--- config.mk ---
export PLATFORM = sky130hd
export DESIGN_NAME = mem_stage
export DESIGN_NICKNAME = d
export VERILOG_FILES = /design/src/rtl/mem_pkg.sv /design/src/rtl/lsu_align.sv /design/src/rtl/mem_stage.sv
export SDC_FILE = /design/constraint.sdc
export NUM_CORES = 1
export LEC_CHECK = 0
export ABC_AREA = 1
export CAP_MARGIN = 40
export CORE_ASPECT_RATIO = 1.4
export CORE_MARGIN = 5
export CORE_UTILIZATION = 47
export CTS_CLUSTER_SIZE = 20
export DETAILED_ROUTE_END_ITERATION = 8
export PLACE_DENSITY = 0.87
export SYNTH_ARGS = -nofsm -noshare
export SYNTH_HDL_FRONTEND = slang
export SYNTH_SLANG_ARGS = --single-unit
export TNS_END_PERCENT = 20
--- constraint.sdc ---
create_clock -name clk -period 9.59 [get_ports clk]
set_input_delay 2.877 -clock clk [delete_from_list [all_inputs] [get_ports clk]]
set_output_delay 2.877 -clock clk [all_outputs]
set_load 0.005 [all_outputs]
--- src/rtl/mem_pkg.sv ---
// Shared types and constants for the memory-access pipeline stage.
// Holds funct3 size encodings, the stage FSM states, byte-enable masks,
// and the latched-operation record carried from accept to completion.
package mem_pkg;

    // Funct3 access-size encodings
    localparam logic [2:0] F3_B  = 3'b000;
    localparam logic [2:0] F3_H  = 3'b001;
    localparam logic [2:0] F3_W  = 3'b010;
    localparam logic [2:0] F3_BU = 3'b100;
    localparam logic [2:0] F3_HU = 3'b101;

    // Byte-enable masks for a lane-0 access of each size
    localparam logic [3:0] BE_BYTE = 4'b0001;
    localparam logic [3:0] BE_HALF = 4'b0011;
    localparam logic [3:0] BE_WORD = 4'b1111;

    typedef enum logic {
        IDLE,
        ACCESS
    } state_t;

    typedef enum logic [1:0] {
        SZ_B,
        SZ_H,
        SZ_W
    } size_t;

    // Operation captured at accept time and replayed into MEM/WB on completion
    typedef struct packed {
        logic [31:0] pc;
        logic [31:0] addr;
        logic [4:0]  rd;
        logic [2:0]  funct3;
        logic        mem_to_reg;
        logic        reg_write;
        logic        is_store;
    } op_t;

    // Undefined encodings (011, 110, 111) fall through to word size
    function automatic size_t f3_size(input logic [2:0] f3);
        case (f3)
            F3_B, F3_BU: return SZ_B;
            F3_H, F3_HU: return SZ_H;
            default:     return SZ_W;
        endcase
    endfunction

endpackage

--- src/rtl/lsu_align.sv ---
// Store lane replication / byte enables and load lane select / extension.
// Latency: purely combinational, zero cycles.
// Backpressure: none; the store and load paths are independent of each other.
// Ports: st_* describe the outgoing store (funct3, addr[1:0], raw data) and
// yield be/wdata; ld_* describe the returning load (funct3, addr[1:0], bus
// word) and yield the extended register value.
module lsu_align
    import mem_pkg::*;
(
    input  logic [2:0]  st_funct3,
    input  logic [1:0]  st_addr_lo,
    input  logic [31:0] st_data,
    output logic [3:0]  st_be,
    output logic [31:0] st_wdata,
    input  logic [2:0]  ld_funct3,
    input  logic [1:0]  ld_addr_lo,
    input  logic [31:0] ld_rdata,
    output logic [31:0] ld_data
);

    logic [7:0]  ld_byte;
    logic [15:0] ld_half;
    logic        ld_unsigned;

    always_comb begin
        st_be    = BE_WORD;
        st_wdata = st_data;
        case (f3_size(st_funct3))
            SZ_B: begin
                st_be    = BE_BYTE << st_addr_lo;
                st_wdata = {4{st_data[7:0]}};
            end
            SZ_H: begin
                st_be    = BE_HALF << {st_addr_lo[1], 1'b0};
                st_wdata = {2{st_data[15:0]}};
            end
            default: ;
        endcase
    end

    always_comb begin
        ld_byte     = ld_rdata[{ld_addr_lo, 3'b000} +: 8];
        ld_half     = ld_rdata[{ld_addr_lo[1], 4'b0000} +: 16];
        ld_unsigned = ld_funct3[2];
        case (f3_size(ld_funct3))
            SZ_B:    ld_data = ld_unsigned ? {24'h0, ld_byte}
                                           : {{24{ld_byte[7]}}, ld_byte};
            SZ_H:    ld_data = ld_unsigned ? {16'h0, ld_half}
                                           : {{16{ld_half[15]}}, ld_half};
            default: ld_data = ld_rdata;
        endcase
    end

endmodule

--- src/rtl/mem_stage.sv ---
// Memory-access pipeline stage between EX/MEM and MEM/WB with a ready-handshake data bus.
// Latency: 1 cycle for non-memory ops, 2 + wait states for loads/stores, TIMEOUT_CYCLES+2 on abandon.
// Backpressure: mem_stall (combinational) holds upstream from accept until the ready cycle.
// Ports: EX_MEM_* in from execute; dmem_* request/response bus; MEM_WB_* out to
// write-back; mem_misaligned / mem_timeout are registered one-cycle error pulses.
module mem_stage
    import mem_pkg::*;
#(
    parameter int TIMEOUT_CYCLES = 64
) (
    input  logic        clk,
    input  logic        reset,
    input  logic        EX_MEM_enable_out,
    input  logic [31:0] EX_MEM_PC,
    input  logic [31:0] EX_MEM_ALUResult,
    input  logic [31:0] EX_MEM_WriteData,
    input  logic [4:0]  EX_MEM_Rd,
    input  logic [2:0]  EX_MEM_Funct3,
    input  logic        EX_MEM_MemRead,
    input  logic        EX_MEM_MemWrite,
    input  logic        EX_MEM_MemToReg,
    input  logic        EX_MEM_RegWrite,
    output logic        dmem_req,
    output logic        dmem_we,
    output logic [31:0] dmem_addr,
    output logic [31:0] dmem_wdata,
    output logic [3:0]  dmem_be,
    input  logic        dmem_ready,
    input  logic [31:0] dmem_rdata,
    output logic        mem_stall,
    output logic        mem_misaligned,
    output logic        mem_timeout,
    output logic [31:0] MEM_WB_PC,
    output logic [31:0] MEM_WB_ALUResult,
    output logic [31:0] MEM_WB_ReadData,
    output logic [4:0]  MEM_WB_Rd,
    output logic        MEM_WB_MemToReg,
    output logic        MEM_WB_RegWrite,
    output logic        MEM_WB_enable_out
);

    localparam int             CW        = $clog2(TIMEOUT_CYCLES + 1);
    localparam logic [CW-1:0]  CNT_LIMIT = CW'(TIMEOUT_CYCLES);

    state_t        state, state_nxt;
    op_t           op_q;
    logic [CW-1:0] cnt_q;
    size_t         ex_size;
    logic          is_mem, misaligned, accept, complete, abandon;
    logic [3:0]    st_be;
    logic [31:0]   st_wdata, ld_data;

    always_comb begin
        is_mem     = EX_MEM_enable_out && (EX_MEM_MemRead || EX_MEM_MemWrite);
        ex_size    = f3_size(EX_MEM_Funct3);
        misaligned = ((ex_size == SZ_H) && EX_MEM_ALUResult[0]) ||
                     ((ex_size == SZ_W) && (EX_MEM_ALUResult[1:0] != 2'b00));
        accept     = (state == IDLE) && is_mem && !misaligned;
    end

    // Gated by reset so every output reads 0 while reset is held
    assign mem_stall = !reset &&
                       (accept || ((state == ACCESS) && !dmem_ready && (cnt_q < CNT_LIMIT)));

    // Store side uses live EX/MEM fields (accept cycle); load side uses the latched op
    lsu_align u_lsu_align (
        .st_funct3  (EX_MEM_Funct3),
        .st_addr_lo (EX_MEM_ALUResult[1:0]),
        .st_data    (EX_MEM_WriteData),
        .st_be      (st_be),
        .st_wdata   (st_wdata),
        .ld_funct3  (op_q.funct3),
        .ld_addr_lo (op_q.addr[1:0]),
        .ld_rdata   (dmem_rdata),
        .ld_data    (ld_data)
    );

    always_ff @(posedge clk or posedge reset) begin
        if (reset) state <= IDLE;
        else       state <= state_nxt;
    end

    // Ready wins over timeout if both land on the final ACCESS cycle
    always_comb begin
        state_nxt = state;
        complete  = 1'b0;
        abandon   = 1'b0;
        case (state)
            IDLE: begin
                if (accept) state_nxt = ACCESS;
            end
            ACCESS: begin
                if (dmem_ready) begin
                    complete  = 1'b1;
                    state_nxt = IDLE;
                end else if (cnt_q >= CNT_LIMIT) begin
                    abandon   = 1'b1;
                    state_nxt = IDLE;
                end
            end
            default: state_nxt = IDLE;
        endcase
    end

    always_ff @(posedge clk or posedge reset) begin
        if (reset) begin
            op_q              <= '0;
            cnt_q             <= '0;
            dmem_req          <= 1'b0;
            dmem_we           <= 1'b0;
            dmem_addr         <= 32'h0;
            dmem_wdata        <= 32'h0;
            dmem_be           <= 4'h0;
            mem_misaligned    <= 1'b0;
            mem_timeout       <= 1'b0;
            MEM_WB_PC         <= 32'h0;
            MEM_WB_ALUResult  <= 32'h0;
            MEM_WB_ReadData   <= 32'h0;
            MEM_WB_Rd         <= 5'h0;
            MEM_WB_MemToReg   <= 1'b0;
            MEM_WB_RegWrite   <= 1'b0;
            MEM_WB_enable_out <= 1'b0;
        end else begin
            mem_misaligned    <= 1'b0;
            mem_timeout       <= 1'b0;
            MEM_WB_enable_out <= 1'b0;
            case (state)
                IDLE: begin
                    if (EX_MEM_enable_out && !is_mem) begin
                        MEM_WB_PC         <= EX_MEM_PC;
                        MEM_WB_ALUResult  <= EX_MEM_ALUResult;
                        MEM_WB_ReadData   <= 32'h0;
                        MEM_WB_Rd         <= EX_MEM_Rd;
                        MEM_WB_MemToReg   <= EX_MEM_MemToReg;
                        MEM_WB_RegWrite   <= EX_MEM_RegWrite;
                        MEM_WB_enable_out <= 1'b1;
                    end else if (is_mem && misaligned) begin
                        mem_misaligned <= 1'b1;
                    end else if (accept) begin
                        op_q       <= '{pc: EX_MEM_PC, addr: EX_MEM_ALUResult,
                                        rd: EX_MEM_Rd, funct3: EX_MEM_Funct3,
                                        mem_to_reg: EX_MEM_MemToReg,
                                        reg_write: EX_MEM_RegWrite,
                                        is_store: EX_MEM_MemWrite};
                        cnt_q      <= '0;
                        dmem_req   <= 1'b1;
                        dmem_we    <= EX_MEM_MemWrite;
                        dmem_addr  <= {EX_MEM_ALUResult[31:2], 2'b00};
                        dmem_wdata <= EX_MEM_MemWrite ? st_wdata : 32'h0;
                        dmem_be    <= st_be;
                    end
                end
                ACCESS: begin
                    if (complete) begin
                        dmem_req          <= 1'b0;
                        MEM_WB_PC         <= op_q.pc;
                        MEM_WB_ALUResult  <= op_q.addr;
                        MEM_WB_ReadData   <= op_q.is_store ? 32'h0 : ld_data;
                        MEM_WB_Rd         <= op_q.rd;
                        MEM_WB_MemToReg   <= op_q.mem_to_reg;
                        MEM_WB_RegWrite   <= op_q.reg_write;
                        MEM_WB_enable_out <= 1'b1;
                    end else if (abandon) begin
                        dmem_req    <= 1'b0;
                        mem_timeout <= 1'b1;
                    end else begin
                        cnt_q <= cnt_q + CW'(1);
                    end
                end
                default: ;
            endcase
        end
    end

endmodule

Word-level counts from Yosys, hierarchy flattened
Cells that the tools add are included.
{ "classes": {"addsub": 1, "magnitude_cmp": 2, "n_eq_ne": 17, "n_shift": 4, "muxes": 57, "bitwise_logic": 3, "n_reduce_logical": 30} }
{ "ops": {"columns": ["cell", "n"], "rows": [
  ["two-way mux 32 bit", 10],
  ["case mux 32 bit (2 select lines)", 5],
  ["two-way mux 7 bit", 5],
  ["variable part select 32 x 6 -> 16 bit", 1],
  ["variable part select 32 x 6 -> 8 bit", 1],
  ["two-way mux 1 bit", 25],
  ["case mux 7 bit (2 select lines)", 1],
  ["equality test 3 bit, second input constant", 4],
  ["logical AND 1 bit", 10],
  ["two-way mux 5 bit", 2],
  ["!= test 2 bit, second input constant", 5],
  ["case mux 1 bit (2 select lines)", 5],
  ["case mux 5 bit (2 select lines)", 1],
  ["case mux 2 bit (2 select lines)", 2],
  ["case mux 4 bit (2 select lines)", 1],
  ["AND reduction 4 bit", 2],
  ["OR reduction 2 bit", 4],
  ["adder 7 x 1 -> 7 bit, second input constant", 1],
  [">= comparator 7 bit, second input constant", 1],
  ["less-than comparator 7 bit, second input constant", 1],
  ["equality test 3 x 1 -> 1 bit, second input constant", 2],
  ["logical NOT 3 bit", 2],
  ["AND reduction 5 bit", 1],
  ["equality test 2 x 1 -> 1 bit, second input constant", 2],
  ["11 further kinds", 20]
]} }
{ "totals": {"reg_bits": 256, "inputBits": 144, "out_inout_bits": 177} }

Depth between registers and ports, before layout
{ "depth": {"depth_word": 12, "ltp_mapped": 10, "depth_no_buf": 8} }

Modules after synthesis
Synthesis repeated with hierarchy kept, for this count alone.
{ "hier_totals": {"hier_cells": 1355, "hier_area_um2": 10954.3} }
{ "by_module_without_submodules": {"columns": ["module", "n_inst", "cells_each", "area_per_inst_um2"], "rows": [
  ["mem_stage", 1, 1106, 9623.0],
  ["lsu_align", 1, 249, 1331.3]
]} }

Worst setup path after synthesis
No wires, ideal clock.
{ "synth_timing": {"path_kind": "input to output", "start": "in EX_MEM_Funct3[1]", "end": "out mem_stall", "arrival_time_ns": 3.710, "required_ns": 6.713, "setup_slack_ns": 3.003, "cell_stages": 8, "n_path_buf": 1, "path_cell_list": "buf_2 -> nor2_4 -> inv_2 -> nand2_2 -> nand2_4 -> nand2_2 -> inv_1 -> nor2_1"} }
{ "synth_via": {"elab_chain_cells": 10, "word_cells_on_any_way": 16, "classes_between": "eq/ne: 5; mux: 1; reduce/logical: 10"} }
{ "synth_rtl": {"columns": ["element", "line_no", "source"], "rows": [
  ["start, declared", "mem_stage.sv:18", "input logic [2:0] EX_MEM_Funct3,"],
  ["equality test 3 x 1 -> 1 bit (tied with other cells)", "mem_pkg.sv:42", "case (f3)"],
  ["OR reduction 2 bit", "mem_pkg.sv:42", null],
  ["case mux 2 bit (2 select lines) (*)", "mem_pkg.sv:42", null],
  ["equality test 2 x 1 -> 1 bit or equality test 2 bit (tied branches)", "mem_stage.sv:56, mem_stage.sv:57", null],
  ["logical AND 1 bit (on tied branches)", "mem_stage.sv:56, mem_stage.sv:57", null],
  ["logical OR 1 bit (*)", "mem_stage.sv:56", "misaligned = ((ex_size == SZ_H) && EX_MEM_ALUResult[0]) ||"],
  ["logical NOT 1 bit (*)", "mem_stage.sv:58", "accept = (state == IDLE) && is_mem && !misaligned;"],
  ["logical AND 1 bit (*)", "mem_stage.sv:58", null],
  ["logical OR 1 bit (*)", "mem_stage.sv:63", "(accept || ((state == ACCESS) && !dmem_ready && (cnt_q < CNT_LIMIT)));"],
  ["logical AND 1 bit (*)", "mem_stage.sv:62", "assign mem_stall = !reset &&"],
  ["end, declared", "mem_stage.sv:30", "output logic mem_stall,"]
]} }
Mark *: on every way between the ends. The rest lies on a longest branch, timed or not.

Worst setup path after layout
Ends and elaborated chain as after synthesis.

==> metrics.md <==
| Metric | Value |
|---|---|
| All-Layer GR Usage | 0.245 |
| Fraction of layout cells with a size suffix above 1 | 0.0564 |
| Post-synthesis cell type count | 37 |
| Post-cts sizing count | 0 |
| Min Tclk post-route | 8160 ps |
| Die H | 186 um |
| Core area | 21800 um^2 |
| RR Startpoint | state |
| Finished layout cell area | 14300 um^2 |
| Flops & latches, synth | 226 |
| Max-cap violations | 0 |
| # fillers | 1753 |
| Post-synth top area share | 0.546 |
| Maximum vdd drop | 0.160 mV |
| WP data required | 6710 ps |
| Commonest non-fill, non-tap cell in the layout | nand2_1 |
| Post-Layout Cell Count | 1803 |
| DRC Markers | 0 |
| Psw | 1040 uW |
| Comb power frac | 0.324 |
| Vias in the first global route | 9628 |
| Relative max-transition margin | 0.442 |
| Htree depth | 1 |
| Worst hold path startpoint | dmem_wdata[6] |
| Via count | 9515 |
| Final #Nets | 1637 |
| Synth area leaders | dfrtp_1 (55%), nand2_1 (16%), nor2_1 (6.7%) |
| Post-synthesis sequential area ratio | 0.546 |
| Die Wd | 135 um |
| Post-CTS Setup Bufs | 0 |
| Sw frac | 0.309 |
| Clk slew on worst S/H paths | 60 ps |
| Yosys Warn Count | 0 |
| Syn Inst Count | 1241 |
| Largest area contributor in the netlist | dfrtp_1 |
| Overflow left after global routing | 0 |
| Total CTS buffers | 22 |
| Drt pass-1 iters | 8 |
| Post-DRT Antenna Nets | 0 |
| Initial Util | 0.476 |
| Seq pwr share | 0.415 |
| Share of total power in the clock network | 0.260 |
| Ports | 321 |
| Post-DP HPWL | 21.7 mm |
| Post-CTS Hold Buffers | 0 |
| Routed WL per cell | 17.5 um |
| Row cnt | 64 |
| # diodes | 0 |
| Hold slack | 477 ps |
| Outcome | completed |
| Die area | 25200 um^2 |
| Max Fclk | 122 MHz |
| GP Congestion | 0.907 |
| Worst Hold Path EP | dmem_wdata[6] |
| Initial antenna violation count | 0 |
| Placed Area | 13500 um^2 |
| Final worst-path cycle share | 0.851 |
| Worst setup EP type | output port |
| Predominant post-synthesis flop cell | dfrtp_1 |
| Pins Over Slew Limit | 0 |
| Global-route wire length before repair | 49.9 mm |
| Internal Pwr Total | 2320 uW |
| Largest net degree at the start of global routing | 176 |
| Crit Path Class | input port to output port |
| Routed WL | 31.5 mm |
| Pre-CTS setup slack | 1450 ps |
| Worst-path fanout max | 36 |
| P_leak | 0.00672 uW |
| Synth Cell Area | 10400 um^2 |
| Final setup vio count | 0 |
| Reg2reg end | MEM_WB_PC[12] |
| Mean Syn Cell Area | 8.35 um^2 |
| Hold Path Depth | 2 |
| Number of synthesized flops with an enable pin | 0 |
| R2r worst-path depth | 8 |
| Deepest clock path buffer count | 3 |
| Power Dens Cells | 235 nW/um^2 |
| Unrepaired setup endpoints after global routing | no |
| Worst skew pair latency | 500 ps |
| CTS tree | built |
| Worst EP arrival | 5290 ps |
| Buffers on Ports | 318 |
| # placed instances | 1765 |
| Final worst setup slack | 1430 ps |
| Iter 0 DRT Violations | 696 |
| CTS root buf | clkbuf_16 |
| Via-per-instance ratio | 5.28 |
| Worst min path class | flop to flop |
| Area grow syn2layout | 37.5% |
| Max Clock Skew | 11.4 ps |
| Crit start category | input port |
| Flop-to-flop setup slack | 7070 ps |
| Setup TNS | 0 ps |
| Commonest cells after routing, fill and taps aside | nand2_1 (444), clkdlybuf4s50_1 (318), dfrtp_1 (225), nor2_1 (184), o21ai_0 (78) |
| Hold Fails Final Rpt | 0 |
| Async SR Flop Fraction | 1.00 |
| Worst Tran Pin Value | 837 ps |
| CTS Sinks | 226 |
synthesized netlist by cell type (all sizes together) (3+ instances only):
| master | n |
|---|---|
| nand4 | 3 |
| a21oi | 15 |
| o22ai | 4 |
| or2 | 3 |
| o31ai | 72 |
| dfrtp | 226 |
| o211ai | 7 |
| nor2 | 187 |
| inv | 41 |
| clkbuf | 28 |
| o21ai | 99 |
| nand2 | 450 |
| o221ai | 4 |
| nand3 | 14 |
| buf | 75 |
layout make-up:
type	count	area, um^2	area share
timing repair buffer	329	3370	0.237
tap	297	372	0.0261
clock buffer	32	628	0.0441
clock inverter	6	93.8	0.00658
multi-input combinational	871	3960	0.278
inverter	42	170	0.0119
sequential	226	5660	0.397
kinds of logic after synthesis:
family	synth area share
buffers and inverters	0.0733
flip-flops	0.546
AO/OA/AOI/OAI	0.130
other	0.000362
adder cells (fa/ha/maj)	0.00121
AND/OR/NAND/NOR	0.250
metrics by stage:
stage                      util  power [uW]
final                     0.654        3360
after global routing      0.654        3550
after CTS                 0.654        3380
after global placement    0.615        2450
after detailed placement  0.621        2500
after floorplan               -        1870
how the worst max path moves through the flow:
stage	startpoint	to	slack (ps)	depth (start not counted)
after floorplan	reset	MEM_WB_ALUResult[0]	520	1
after global placement	EX_MEM_Funct3[1]	mem_stall	1540	9
after detailed placement	EX_MEM_Funct3[1]	mem_stall	1450	9
after CTS	EX_MEM_Funct3[1]	mem_stall	1440	9
after global routing	EX_MEM_Funct3[1]	mem_stall	1270	9
final	EX_MEM_Funct3[1]	mem_stall	1430	9
state kept, by name, summed over array words and instances, names as in the netlist, 4 cells and up:
register,flops
dmem_wdata,32
MEM_WB_PC,32
MEM_WB_ALUResult,32
MEM_WB_ReadData,32
cnt_q,7
MEM_WB_Rd,5
op_q,75
dmem_be,4
power groups by stage:
stage / sequential [uW] / clock, uW / combinational, uW
2_1_floorplan: 1380 / 0 / 489
3_5_place_dp: 1400 / 0 / 1090
3_3_place_gp: 1390 / 0 / 1050
4_1_cts: 1390 / 893 / 1100
6_report: 1390 / 874 / 1090
5_1_grt: 1430 / 934 / 1190
worst max-delay path, cell delays in order:
cell and delay (ps):
clkdlybuf4s50_1 580, nor2_4 400, inv_2 60, nand2_2 120
nand2_4 250, nand2_2 230, inv_1 140, nor2_1 120
clkdlybuf4s50_1 520
routing by layer:
metal,GRT usage,vias to the layer above,part of all wire
met2,0.420,417,0.50
met3,0.0379,101,0.065
li1,-,4461,-
met4,0.115,0,0.053
met5,0,-,0
met1,0.304,4536,0.38
(Power assumes the default switching activity.)
